**src/rtl/fb_pkg.sv**
```systemverilog
// Frame-buffer shared definitions: geometry, port widths and arbiter state encoding.
package fb_pkg;

    localparam int FB_WIDTH  = 640;
    localparam int FB_HEIGHT = 480;
    localparam int FB_PIXELS = FB_WIDTH * FB_HEIGHT;
    localparam int FB_ADDR_W = 19;
    localparam int FB_DATA_W = 12;

    typedef enum logic {
        IDLE  = 1'b0,
        CLEAR = 1'b1
    } fb_state_t;

endpackage

```
**src/rtl/fb_addr_counter.sv**
```systemverilog
// Wrapping frame address counter with sync load-to-zero and a wrap pulse.
module fb_addr_counter
    import fb_pkg::*;
#(
    parameter int W   = FB_ADDR_W,
    parameter int MAX = FB_PIXELS
) (
    input  logic         clk,
    input  logic         reset,
    input  logic         zero,
    input  logic         inc,
    output logic [W-1:0] count,
    output logic         wrap
);

    localparam logic [W-1:0] LAST = W'(MAX - 1);

    logic [W-1:0] q;

    // zero together with inc means "use address 0 now, continue from 1"
    assign count = zero ? '0 : q;
    assign wrap  = inc && (count == LAST);

    always_ff @(posedge clk or posedge reset) begin
        if (reset) begin
            q <= '0;
        end else if (inc) begin
            q <= wrap ? '0 : count + W'(1);
        end else if (zero) begin
            q <= '0;
        end
    end

endmodule

```
**src/rtl/fb_port_arbiter.sv**
```systemverilog
// Single-port frame-buffer arbiter: display read > clear fill > camera write,
// with one registered issue stage towards the BRAM.
module fb_port_arbiter
    import fb_pkg::*;
#(
    parameter int ADDR_W     = FB_ADDR_W,
    parameter int DATA_W     = FB_DATA_W,
    parameter int NUM_PIXELS = FB_PIXELS
) (
    input  logic              clk,
    input  logic              reset,
    input  logic              rd_req,
    input  logic [ADDR_W-1:0] rd_addr,
    output logic              rd_gnt,
    output logic              rd_valid,
    output logic [DATA_W-1:0] rd_data,
    input  logic              wr_valid,
    input  logic              wr_sof,
    input  logic [DATA_W-1:0] wr_data,
    output logic              wr_ready,
    input  logic              clr_start,
    input  logic [DATA_W-1:0] clr_color,
    output logic              clr_busy,
    output logic              frame_done,
    output logic              bram_read,
    output logic              bram_write,
    output logic [ADDR_W-1:0] bram_addr,
    output logic [DATA_W-1:0] bram_wdata,
    input  logic [DATA_W-1:0] bram_rdata
);

    fb_state_t         state;
    logic [DATA_W-1:0] clr_col;
    logic [ADDR_W-1:0] wr_addr;
    logic [ADDR_W-1:0] clr_addr;
    logic              wr_fire;
    logic              wr_wrap;
    logic              wr_zero;
    logic              clr_fire;
    logic              clr_wrap;
    logic              clr_done;
    logic              clr_go;

    assign rd_gnt   = rd_req;
    assign rd_data  = bram_rdata;
    assign clr_busy = (state == CLEAR);
    assign wr_ready = !rd_req && (state == IDLE);
    assign wr_fire  = wr_valid && wr_ready;
    assign clr_fire = !rd_req && (state == CLEAR);
    assign clr_done = clr_fire && clr_wrap;
    assign clr_go   = clr_start && (state == IDLE);

    // a finished clear realigns the camera stream to the top of the frame
    assign wr_zero = (wr_fire && wr_sof) || clr_done;

    fb_addr_counter #(
        .W   (ADDR_W),
        .MAX (NUM_PIXELS)
    ) u_wr_ptr (
        .clk   (clk),
        .reset (reset),
        .zero  (wr_zero),
        .inc   (wr_fire),
        .count (wr_addr),
        .wrap  (wr_wrap)
    );

    fb_addr_counter #(
        .W   (ADDR_W),
        .MAX (NUM_PIXELS)
    ) u_clr_ptr (
        .clk   (clk),
        .reset (reset),
        .zero  (clr_go),
        .inc   (clr_fire),
        .count (clr_addr),
        .wrap  (clr_wrap)
    );

    always_ff @(posedge clk or posedge reset) begin
        if (reset) begin
            state      <= IDLE;
            clr_col    <= '0;
            rd_valid   <= 1'b0;
            frame_done <= 1'b0;
            bram_read  <= 1'b0;
            bram_write <= 1'b0;
            bram_addr  <= '0;
            bram_wdata <= '0;
        end else begin
            rd_valid   <= bram_read;
            bram_read  <= rd_req;
            bram_write <= clr_fire || wr_fire;
            frame_done <= wr_fire && wr_wrap;

            if (rd_req) begin
                bram_addr <= rd_addr;
            end else if (clr_fire) begin
                bram_addr  <= clr_addr;
                bram_wdata <= clr_col;
            end else if (wr_fire) begin
                bram_addr  <= wr_addr;
                bram_wdata <= wr_data;
            end

            case (state)
                IDLE: begin
                    if (clr_start) begin
                        state   <= CLEAR;
                        clr_col <= clr_color;
                    end
                end
                CLEAR: begin
                    if (clr_done) begin
                        state <= IDLE;
                    end
                end
            endcase
        end
    end

endmodule

```
**config.mk**
```make
export PLATFORM = sky130hd
export DESIGN_NAME = fb_port_arbiter
export DESIGN_NICKNAME = d
export VERILOG_FILES = /design/src/rtl/fb_pkg.sv /design/src/rtl/fb_addr_counter.sv /design/src/rtl/fb_port_arbiter.sv
export SDC_FILE = /design/constraint.sdc
export NUM_CORES = 1
export LEC_CHECK = 0
export CAP_MARGIN = 5
export CORE_MARGIN = 5
export CORE_UTILIZATION = 44
export CTS_CLUSTER_SIZE = 40
export DETAILED_ROUTE_END_ITERATION = 10
export PLACE_DENSITY_LB_ADDON = 0.15
export SYNTH_ARGS = -nofsm -noshare
export SYNTH_HDL_FRONTEND = slang
export SYNTH_SLANG_ARGS = --single-unit
export TNS_END_PERCENT = 1
```
**constraint.sdc**
```tcl
create_clock -name clk -period 3 [get_ports clk]
set_clock_uncertainty 0.05 [all_clocks]
set_input_delay 0.6 -clock clk [delete_from_list [all_inputs] [get_ports clk]]
set_output_delay 0.6 -clock clk [all_outputs]
set_load 0.02 [all_outputs]
```
==> results.ini <==
[outcome]
status=complete, no violations

[drt]
vias_per_cell=5.13
vias=3819
post_drt_wl_per_cell_um=15.7
antenna_left=0
drtIter0Drc=204
drt-pass1-iter-count=4
routed_wl_um=11700
drc_errors=0

[cells_and_area]
n_antenna_cell=0
area.growth.synth_to_final_pct=31.9
stdcell_area_mm2=0.00570
drive_gt1_frac=0.118
fillCellCount=910
num-nets-final=670
stdcell_count=745
fin_util=0.589

[floorplan]
initial_core_util=0.447
die_height_um=109
boundaryPins=111
rows=36
die_w_um=109
fp.coreArea_mm2=0.00968
die_area_mm2=0.0119

[placement]
portBuffers=86
dp_hpwl_um=8730
place_congestion=0.882
dp.cells=727
placed_cell_area_mm2=0.00546

[sta]
rsz0062_at_grt=no
slew_headroom=0.527
fmax_mhz=349
period_needed_ns=2.86
hold_viol=0
fin_crit_sh=0.955
drv_slew=0
hold_slack_ns=0.336
setup_violations=0
worst_slew_pin_slew_ns=0.709

[power]
power_w=0.00263
worst_ir_drop_vdd_uv=227
pwr-share-seq=0.514
p_switching_w=0.000768
cellInternalPower_w=0.00186
powerDensity_mw_per_mm2=461
leakagePower_nw=2.60
p_sw_frac=0.292
p_comb_frac=0.187
p_clk_frac=0.300

[cts]
cts_num_sinks=86
h-tree-depth=3
cts_max_path_buffers=2
cts_buffers=9
clock_latency_ns=0.36
clkTransAtPathRegs_ns=0.09
hold_buffers=0
root_buffer=clkbuf_8
cts_tree=yes

[yosys]
yosysTopAreaCellShare=0.498
synth_edf_count=0
synthArstFlopShare=1.00
syn_area_mm2=0.00432
avgSynthCellArea_um2=8.48
synthTopCellsByArea=dfrtp_1 50%, nand2_1 8.8%, nor2_1 8.1%, xnor2_1 4.3%, o21ai_0 3.6%
ys_types=44
syn_inst=510
yosys.area.top_type=dfrtp_1
syn_nets=573
yosysWarningCount=0
ys.flop_type=dfrtp_1
ys_seq_area_frac=0.498
yosys_register_bits=86

[run]
drv_cap=0

[hold_path]
min-delay-path-class=reg2reg

[critical_path]
crit_path_top_delay_cell=or4_4
cp.arrival_ns=3.06
cp-start-kind=input port
timing_worst_setup_path_type=in2reg
reg2reg_depth=13
setup.worst_path.end=u_wr_ptr.q[0]
r2r_setup_slack_ns=0.18
worst-path-max-fanout=6
crit_path_frequent_cell=and2_4
end_kind=register
worstReg2RegStart=clr_busy
cpPeakStageDelay_ns=0.54
path_cells=clkdlybuf4s50_1 > buf_6 > nor3b_4 > and2_4 > a31oi_4 > and2_4 > ha_1 > and4bb_2 > nand4_4 > or4_4 > a211oi_2 > nor2_1
worstPathRequired_ns=3.20
startpoint=rd_req
r2r_end=u_wr_ptr.q[0]

[global_routing]
grt_pass1_vias=3674
globalRouteOverflowTotal=0
grt_max_degree=51
grt_use_total=0.204
antenna_found_initial=0
grt_first_pass_wirelength_um=18800

cell usage in the layout (no fill, tap or decap), types with 2 or more instances in the layout:
master           instances
nand2_1                100
nor2_1                  91
dfrtp_1                 86
clkdlybuf4s50_1         84
buf_4                   33
o21ai_0                 31
a21oi_1                 25
xnor2_1                 21
nand3_1                 13
a31oi_1                 12
xor2_1                  11
clkbuf_8                11
inv_1                   10
nor3_1                   9
nand4_1                  8
o21ai_1                  7
and3_1                   6
or3_1                    3
nor2_2                   3
and4_1                   3
clkinv_4                 3
nand2b_4                 2
nand3_2                  2
and2_4                   2
o22ai_1                  2
nor2b_1                  2
synth_stat cells (all sizes together), types with 10 or more instances:
cell	instances
xnor2	21
nor3	10
o21ai	38
buf	19
clkbuf	16
a21oi	25
xor2	11
nor2	94
nand3	15
nand2	101
inv	11
dfrtp	86
a31oi	13
flip-flops by register name, summed over array words and instances, names as in the netlist, 12 cells and up:
name / flops
clr_col: 12
u_clr_ptr.q: 19
bram_wdata: 12
u_wr_ptr.q: 19
bram_addr: 19
power groups by stage:
stage	registers, W	clock network, W	logic (W)
floorplan	0.00141	0	0.000221
global placement	0.00137	0	0.000484
detailed placement	0.00137	0	0.000490
CTS	0.00135	0.000807	0.000492
global route	0.00137	0.000857	0.000543
finish	0.00135	0.000789	0.000491
routing by layer:
layer  vias up  GRT usage  routed length [um]
met5         -          0                   0
met4         0     0.0631                 127
met3        10     0.0290                 532
met2        77      0.325                5750
met1      1858      0.288                5280
li1       1874          -                   -
critical path, delay by kind of cell:
kind                       cells  cell delay (ns)
buffers and inverters          2             0.60
and+or+nand+nor                7             1.36
AOI/OAI and AO/OA              2             0.37
adders and majority gates      1             0.14
per-stage QoR:
stage               setup TNS [ns]  setup slack (ns)
floorplan                   -0.459           -0.0423
global placement             -5.85            -0.388
detailed placement           -7.48            -0.485
CTS                              0           0.00409
global route                     0            0.0288
finish                           0             0.136
final cells by class:
type | count | area [um^2] | share of cell area
Clock buffer | 11 | 151 | 0.0265
Inverter | 11 | 42.5 | 0.00746
Clock inverter | 5 | 42.5 | 0.00746
Timing Repair Buffer | 121 | 1140 | 0.200
Sequential cell | 86 | 2150 | 0.377
Tap cell | 133 | 166 | 0.0292
Multi-Input combinational cell | 378 | 2010 | 0.352
what timing repair did:
action                                  in CTS  in global routing
gates resized for setup                      2                  8
endpoints found under the setup margin      15                 17
hold endpoints to repair                     0                  0
pin swaps                                    1                  3
buffers inserted                             1                  1
cells by family after synthesis:
family | share of synthesized area
and+or+nand+nor | 0.270
DFF | 0.498
AOI/OAI and AO/OA | 0.104
buffers and inverters | 0.0556
xor gates and xnor gates | 0.0648
adders and majority gates | 0.00579
muxes | 0.00231
worst min-delay path by stage:
stage	from	endpoint	slack, ns	cells past startpoint
after CTS	bram_read	rd_valid	0.34	0
final	bram_read	rd_valid	0.34	0
after global routing	bram_read	rd_valid	0.35	0
after global placement	bram_read	rd_valid	0.31	0
after floorplan	clr_col[0]	clr_col[0]	0.40	2
after detailed placement	bram_read	rd_valid	0.32	0
Power figures use the tool's default switching activity.
